==> src/rtl/cu.sv <==
// ---------------------------------------------------------------------------
// cu : instruction decoder for the 5-stage MIPS pipeline (P6 subset).
//
// One instance per pipeline stage. Decodes a 32-bit instruction word into the
// control signals that stage needs. Decode is purely combinational; clk and
// reset exist only so every stage instance has the same interface.
//
// Ports
//   clk          in   1   system clock (decode does not depend on it)
//   reset        in   1   synchronous active-high reset (no effect on decode)
//   instr        in  32   instruction word
//   memw_enable  out  1   1 for stores
//   regw_enable  out  1   1 when the instruction writes the GPR file
//   regw_src     out  4   0 ALU, 1 mem data, 2 imm32 (lui), 3 PC+8, 4 HI/LO
//   regw_dst     out  4   0 rt, 1 rd, 2 $31
//   width        out  3   0 none, 1 word, 2 halfword, 3 byte
//   sign_ext     out  1   1 for loads (read data sign-extended)
//   T            out  5   Tnew measured from entry to Execute
// ---------------------------------------------------------------------------
module cu (
  input  logic        clk,
  input  logic        reset,
  input  logic [31:0] instr,
  output logic        memw_enable,
  output logic        regw_enable,
  output logic [3:0]  regw_src,
  output logic [3:0]  regw_dst,
  output logic [2:0]  width,
  output logic        sign_ext,
  output logic [4:0]  T
);

  // Opcodes
  localparam logic [5:0] OP_RTYPE = 6'h00;
  localparam logic [5:0] OP_JAL   = 6'h03;
  localparam logic [5:0] OP_BEQ   = 6'h04;
  localparam logic [5:0] OP_BNE   = 6'h05;
  localparam logic [5:0] OP_ADDI  = 6'h08;
  localparam logic [5:0] OP_ANDI  = 6'h0c;
  localparam logic [5:0] OP_ORI   = 6'h0d;
  localparam logic [5:0] OP_LUI   = 6'h0f;
  localparam logic [5:0] OP_LB    = 6'h20;
  localparam logic [5:0] OP_LH    = 6'h21;
  localparam logic [5:0] OP_LW    = 6'h23;
  localparam logic [5:0] OP_SB    = 6'h28;
  localparam logic [5:0] OP_SH    = 6'h29;
  localparam logic [5:0] OP_SW    = 6'h2b;

  // R-type functs that produce a GPR write
  localparam logic [5:0] FN_MFHI  = 6'h10;
  localparam logic [5:0] FN_MFLO  = 6'h12;
  localparam logic [5:0] FN_ADD   = 6'h20;
  localparam logic [5:0] FN_SUB   = 6'h22;
  localparam logic [5:0] FN_AND   = 6'h24;
  localparam logic [5:0] FN_OR    = 6'h25;
  localparam logic [5:0] FN_SLT   = 6'h2a;
  localparam logic [5:0] FN_SLTU  = 6'h2b;

  // Field encodings
  localparam logic [3:0] SRC_ALU  = 4'd0;
  localparam logic [3:0] SRC_MEM  = 4'd1;
  localparam logic [3:0] SRC_IMM  = 4'd2;
  localparam logic [3:0] SRC_PC8  = 4'd3;
  localparam logic [3:0] SRC_MDU  = 4'd4;
  localparam logic [3:0] DST_RT   = 4'd0;
  localparam logic [3:0] DST_RD   = 4'd1;
  localparam logic [3:0] DST_RA   = 4'd2;
  localparam logic [2:0] W_NONE   = 3'd0;
  localparam logic [2:0] W_WORD   = 3'd1;
  localparam logic [2:0] W_HALF   = 3'd2;
  localparam logic [2:0] W_BYTE   = 3'd3;

  logic [5:0] w_opcode;
  logic [5:0] w_funct;
  // Register-number fields and shamt are not part of decode; collected here
  // together with clk/reset so they are visibly consumed.
  logic       w_unused;

  assign w_opcode = instr[31:26];
  assign w_funct  = instr[5:0];
  assign w_unused = &{1'b0, clk, reset, instr[25:6]};

  // Main decode: every output defaults to 0 and only listed encodings set bits.
  always_comb begin
    memw_enable = 1'b0;
    regw_enable = 1'b0;
    regw_src    = SRC_ALU;
    regw_dst    = DST_RT;
    width       = W_NONE;
    sign_ext    = 1'b0;
    T           = 5'd0;
    case (w_opcode)
      OP_RTYPE: begin
        case (w_funct)
          FN_ADD, FN_SUB, FN_AND, FN_OR, FN_SLT, FN_SLTU: begin
            regw_enable = 1'b1;
            regw_dst    = DST_RD;
            regw_src    = SRC_ALU;
            T           = 5'd1;
          end
          FN_MFHI, FN_MFLO: begin
            regw_enable = 1'b1;
            regw_dst    = DST_RD;
            regw_src    = SRC_MDU;
            T           = 5'd1;
          end
          // mult/div/mthi/mtlo/jr/sll and unknown functs: no effects
          default: begin
            regw_enable = 1'b0;
          end
        endcase
      end
      OP_ADDI, OP_ANDI, OP_ORI: begin
        regw_enable = 1'b1;
        regw_dst    = DST_RT;
        regw_src    = SRC_ALU;
        T           = 5'd1;
      end
      OP_LUI: begin
        regw_enable = 1'b1;
        regw_dst    = DST_RT;
        regw_src    = SRC_IMM;
        T           = 5'd0;
      end
      OP_LW, OP_LH, OP_LB: begin
        regw_enable = 1'b1;
        regw_dst    = DST_RT;
        regw_src    = SRC_MEM;
        sign_ext    = 1'b1;
        T           = 5'd2;
        if (w_opcode == OP_LW) begin
          width = W_WORD;
        end else if (w_opcode == OP_LH) begin
          width = W_HALF;
        end else begin
          width = W_BYTE;
        end
      end
      OP_SW, OP_SH, OP_SB: begin
        memw_enable = 1'b1;
        if (w_opcode == OP_SW) begin
          width = W_WORD;
        end else if (w_opcode == OP_SH) begin
          width = W_HALF;
        end else begin
          width = W_BYTE;
        end
      end
      OP_JAL: begin
        regw_enable = 1'b1;
        regw_dst    = DST_RA;
        regw_src    = SRC_PC8;
        T           = 5'd0;
      end
      // Branches write nothing; unknown opcodes decode as nop
      OP_BEQ, OP_BNE: begin
        regw_enable = 1'b0;
      end
      default: begin
        regw_enable = 1'b0;
      end
    endcase
  end

endmodule

==> config.mk <==
export PLATFORM = sky130hd
export DESIGN_NAME = cu
export DESIGN_NICKNAME = d
export VERILOG_FILES = /design/src/rtl/cu.sv
export SDC_FILE = /design/constraint.sdc
export NUM_CORES = 1
export LEC_CHECK = 0
export CAP_MARGIN = 10
export CORE_AREA = 5 5 42 44
export DETAILED_ROUTE_END_ITERATION = 10
export DIE_AREA = 0 0 47 49
export PLACE_DENSITY = 0.85
export SLEW_MARGIN = 20
export SYNTH_ARGS = -nofsm -noshare
export SYNTH_HDL_FRONTEND = slang
export SYNTH_SLANG_ARGS = --single-unit
==> constraint.sdc <==
create_clock -name vclk -period 3.7
set_clock_uncertainty 0.2 [all_clocks]
set_input_delay 1.11 -clock vclk [all_inputs]
set_output_delay 1.11 -clock vclk [all_outputs]
set_load 0.02 [all_outputs]
==> impl_metrics.ini, run 1 <==
[sta]
setup_viol = 0
min_period_ns = 3.60
timing_max_transition_violations_final = 0
clock.fmax_ghz = 0.277
hold_viol = 0
min_period_over_period_pct = 97.4

[floorplan]
die_width_um = 47
boundaryPins = 53
placeableCoreArea_sq_um = 1400
std_cell_rows = 14
fp.dieArea_sq_um = 2300
initial_utilization_pct = 20.2
chipHeight_um = 49

[layout]
diodes = 0
most-common-layout-cells = 13 x buf_4, 7 x conb_1, 5 x dlygate4sd2_1, 5 x dlymetal6s2s_1, 4 x buf_2
drive_gt1_share_pct = 36.4
final-seq-area_sq_um = 0
final_core_util_pct = 44.4
num-nets-final = 113
mostFrequentLayoutCell = buf_4
area_growth_syn_to_layout_pct = 120
sequential_cell_total = 0
total_of_clock_buffers_placed_in_the_layout = 0

[global_route]
grt_util_met1_pct = 8.71
globalRouteTotalUtil_pct = 8.71
grt_antenna_before_repair = 0
first_pass_grt_wire_length_mm = 1.64
grt_busiest_layer = met2
grt_max_degree = 7
global_route.overflow_total = 0
groute.layer.met2.usage_pct = 17.9
groute.layer.met3.usage_pct = 1.85
first_global_vias = 410

[routing]
initial_drt_pass_iterations = 4
routedWlPerCell_um = 11.2
drt_wl_total_mm = 1.05
drtAntennaViolNets = 0
route.vias.total = 410
drt-initial-drc-count = 2
vias_per_inst = 4.41
remaining_drc_errors = 0

[placed_design]
hpwl_um = 845
placement.io_buffers = 24
final_weighted_congestion_in_routability_driven_placement = 0.749

[worst_setup_path]
worst-endpoint-arrival_ns = 2.29
worst-endpoint-required_ns = 2.39
cp-startpoint = instr[26]
critPathMaxFanout = 5
path_class = in -> out
critical_path.startpoint_type = input port
endpoint_kind = primary output
crit_end = regw_src[0]

[yosys]
synth_seq_area_share_pct = 0
synth.yosys.warnings = 0
post_synth_inst_count = 43
average_size_of_a_mapped_cell_sq_um = 6.58
mappedNetlistArea_sq_um = 283
synth.lib_cells_used.distinct = 26

[power]
ir_drop_mv = 0.0396
finalPower_w = 0.0000577
power_per_cell_area_nw_per_um2 = 92.7
power.static_leakage_nw = 0.342

[outcome]
status = completed

[clock_tree]
post_cts_hold_buffer_count = 0

[worst_hold_path]
whs_path_depth = 4
worst_hold_path_type = in -> out

[run]
maxCapViolCount = 0
[routing by layer]
metal / vias up / routed length, um
li1: 205 / -
met1: 182 / 319
met2: 23 / 580
met3: 0 / 144
met4: 0 / 0
met5: - / 0
[cell type report]
| type | instances | area, sq um |
|---|---|---|
| repair buffers | 36 | 305 |
| well taps | 16 | 20.0 |
| multi-input cells | 39 | 289 |
| fillers | 156 | 779 |
| inverters | 2 | 7.51 |
[logic make-up after synthesis]
| kind of cell | after synthesis | synth area share (%) |
|---|---|---|
| other | 1 | 1.33 |
| buffers and inverters | 10 | 23.0 |
| AND/OR/NAND/NOR | 22 | 48.7 |
| multiplexers | 1 | 3.54 |
| AO/OA/AOI/OAI | 8 | 20.4 |
| XOR/XNOR | 1 | 3.10 |
[metrics by stage]
stage	hold WS (ns)	area, sq um	TNS [ns]	cells	setup WS [ns]
after detailed placement	3.19	591	-5.95	92	-0.688
final	2.42	622	0	93	0.0963
after CTS	2.52	613	-0.0237	93	-0.0237
after global routing	2.46	622	-0.00420	93	-0.00420
after floorplan	2.10	305	0	49	0.0726
after global placement	3.20	591	-5.71	92	-0.640
[cell usage after synthesis, drive strengths merged (2+ instances only)]
library cell,n,area [sq um]
buf,8,57.6
nand2b,4,25.0
nand2,3,11.3
nor2,3,11.3
nor3,3,20.0
inv,2,7.51
nor4,2,18.8
o21ai,2,10.0
or2,2,12.5
[worst min-delay path by stage]
| stage | startpoint | end |
|---|---|---|
| 2_1_floorplan | instr[31] | regw_src[1] |
| 3_3_place_gp | instr[28] | memw_enable |
| 3_5_place_dp | instr[28] | width[1] |
| 4_1_cts | instr[31] | regw_src[1] |
| 5_1_grt | instr[31] | regw_src[1] |
| 6_report | instr[31] | regw_src[1] |
[where the power goes]
part / internal, W / switching, W / total (W)
Combinational: 0.0000272 / 0.0000305 / 0.0000577
Clock: 0 / 0 / 0
Sequential: 0 / 0 / 0
[worst max-delay path: stages]
cell and delay, ns:
dlygate4sd2_1 0.33, nand2_1 0.15, buf_4 0.16, a211oi_1 0.18, dlygate4sd2_1 0.36
[timing repair]
item                                    4_1_cts  5_1_grt
endpoints found under the setup margin       12        8
pin swaps                                     5        6
gates resized for setup                      50       15
setup buffers                                 1        0
Power figures use the tool's default switching activity.
==> inputs of run 2 (changes only) <==
--- a/config.mk
+++ b/config.mk
@@ -9,6 +9,7 @@
 export CORE_AREA = 5 5 42 44
 export DETAILED_ROUTE_END_ITERATION = 10
 export DIE_AREA = 0 0 47 49
+export GPL_ROUTABILITY_DRIVEN = 1
 export PLACE_DENSITY = 0.85
 export SLEW_MARGIN = 20
 export SYNTH_ARGS = -nofsm -noshare
==> results of run 2 <==
No change in the layout: final DEF, timing and power equal those of run 1.
==> inputs of run 3 (changes only) <==
--- a/config.mk
+++ b/config.mk
@@ -6,9 +6,9 @@
 export NUM_CORES = 1
 export LEC_CHECK = 0
 export CAP_MARGIN = 10
-export CORE_AREA = 5 5 42 44
+export CORE_AREA = 4 4 41 43
 export DETAILED_ROUTE_END_ITERATION = 10
-export DIE_AREA = 0 0 47 49
+export DIE_AREA = 0 0 45 47
 export GPL_ROUTABILITY_DRIVEN = 1
 export PLACE_DENSITY = 0.85
 export SLEW_MARGIN = 20
==> run 3 against run 2 <==
Against the previous run:
- via count is 0.98% lower
- maximum frequency is 0.41% lower
- worst setup slack worse by 0.015 ns
- cell count is 3.2% lower
- clock-buffer cell count stayed put
- power is 1.8% lower
- die area is 8.2% lower
- combinational power is 2% lower
- sequential cell count stayed put
- largest cell class is now multi-input combinational cells
==> impl_metrics.ini, run 3 (synthesized netlist as in run 1, its figures left out) <==
[worst_setup_path]
worst-endpoint-arrival_ns = 2.31
worst-endpoint-required_ns = 2.39
critical_path.cell_chain = dlygate4sd2_1, buf_4, nand2b_1, buf_4, nor3_1, dlygate4sd2_1
critical_path.startpoint_type = input port
endpoint_kind = primary output
cp_slowest_stage_delay_ns = 0.35
crit_end = width[1]
critPathMaxFanout = 5
worst_path_max_delay_cell = dlygate4sd2_1
path_class = in -> out
cp-startpoint = instr[30]

[floorplan]
die_width_um = 45
fp.dieArea_sq_um = 2120
chipHeight_um = 47
placeableCoreArea_sq_um = 1300
std_cell_rows = 13
boundaryPins = 53
initial_utilization_pct = 21.7

[layout]
sequential_cell_total = 0
total_of_clock_buffers_placed_in_the_layout = 0
drive_gt1_share_pct = 37.3
diodes = 0
mostFrequentLayoutCell = buf_4
most-common-layout-cells = 10 x buf_4, 7 x conb_1, 7 x buf_2, 5 x dlygate4sd2_1, 4 x dlymetal6s2s_1
num-nets-final = 111
final-seq-area_sq_um = 0
area_growth_syn_to_layout_pct = 114

[power]
power_per_cell_area_nw_per_um2 = 93.7
power.static_leakage_nw = 0.318
ir_drop_mv = 0.0406
finalPower_w = 0.0000566

[placed_design]
hpwl_um = 848
placement.io_buffers = 24
final_weighted_congestion_in_routability_driven_placement = 0.724

[global_route]
global_route.overflow_total = 0
grt_busiest_layer = met2
first_global_vias = 390
first_pass_grt_wire_length_mm = 1.64
grt_util_met1_pct = 9.91
groute.layer.met3.usage_pct = 1.53
groute.layer.met2.usage_pct = 22.6
grt_max_degree = 7
grt_antenna_before_repair = 0
globalRouteTotalUtil_pct = 10.1

[sta]
tns_ns = 0
min_period_ns = 3.62
hold_viol = 0
setup_viol = 0
clock.fmax_ghz = 0.276
rsz0062_at_grt = no
timing_max_transition_violations_final = 0
min_period_over_period_pct = 97.8

[outcome]
status = completed

[routing]
initial_drt_pass_iterations = 1
drtAntennaViolNets = 0
vias_per_inst = 4.51
route.vias.total = 406
remaining_drc_errors = 0
drt_wl_total_mm = 1.03
drt-initial-drc-count = 0
routedWlPerCell_um = 11.5

[clock_tree]
cts_setup_buffers = 0

[run]
maxCapViolCount = 0

[worst_hold_path]
worst_hold_path_type = in -> out
==> run 3: final cells by class <==
cell class | count | area, sq um
Multi-Input combinational cell | 39 | 289
Tap cell | 15 | 18.8
Timing Repair Buffer | 34 | 289
Fill cell | 150 | 697
Inverter | 2 | 7.51
==> run 3: worst min-delay path by stage <==
stage / from / endpoint / slack [ns] / cells past startpoint
final: instr[31] / regw_src[1] / 2.53 / 4
after global routing: instr[31] / regw_src[1] / 2.57 / 4
after CTS: instr[31] / regw_src[1] / 2.53 / 4
after detailed placement: instr[28] / memw_enable / 3.19 / 4
after global placement: instr[31] / regw_dst[1] / 3.20 / 4
after floorplan: instr[31] / regw_src[1] / 2.10 / 1
==> run 3: metal layers <==
| layer | up-vias | routed length (um) | share of wire [%] |
|---|---|---|---|
| li1 | 206 | - | - |
| met5 | - | 0 | 0 |
| met4 | 0 | 0 | 0 |
| met3 | 0 | 139 | 13 |
| met2 | 25 | 560 | 54 |
| met1 | 175 | 334 | 32 |
==> run 3: repair_timing <==
item,CTS,global route
hold buffers,0,0
gates resized for setup,61,7
pin swaps,6,5
setup endpoints to repair,12,4
gates cloned,0,0
==> run 3: metrics by stage <==
stage / hold slack, ns / setup WS, ns / instance area (sq um) / cells / util (%)
6_report: 2.53 / 0.0814 / 604 / 90 / 46.4
5_1_grt: 2.57 / 0.0167 / 604 / 90 / 46.4
4_1_cts: 2.53 / 0.00181 / 577 / 90 / 44.3
3_5_place_dp: 3.19 / -0.641 / 582 / 90 / 44.7
3_3_place_gp: 3.20 / -0.641 / 582 / 90 / 44.7
2_1_floorplan: 2.10 / 0.0726 / 305 / 49 / -
==> run 3: power by group <==
group	internal [W]	switching, W	leakage, nW
logic	0.0000263	0.0000304	0.318
clock network	0	0	0
registers	0	0	0
total	0.0000263	0.0000304	0.318
==> run 3: worst max-delay path: cells and delay by family <==
kind / cells / cell delay (ns)
buffers and inverters: 4 / 0.89
AND/OR/NAND/NOR: 2 / 0.30
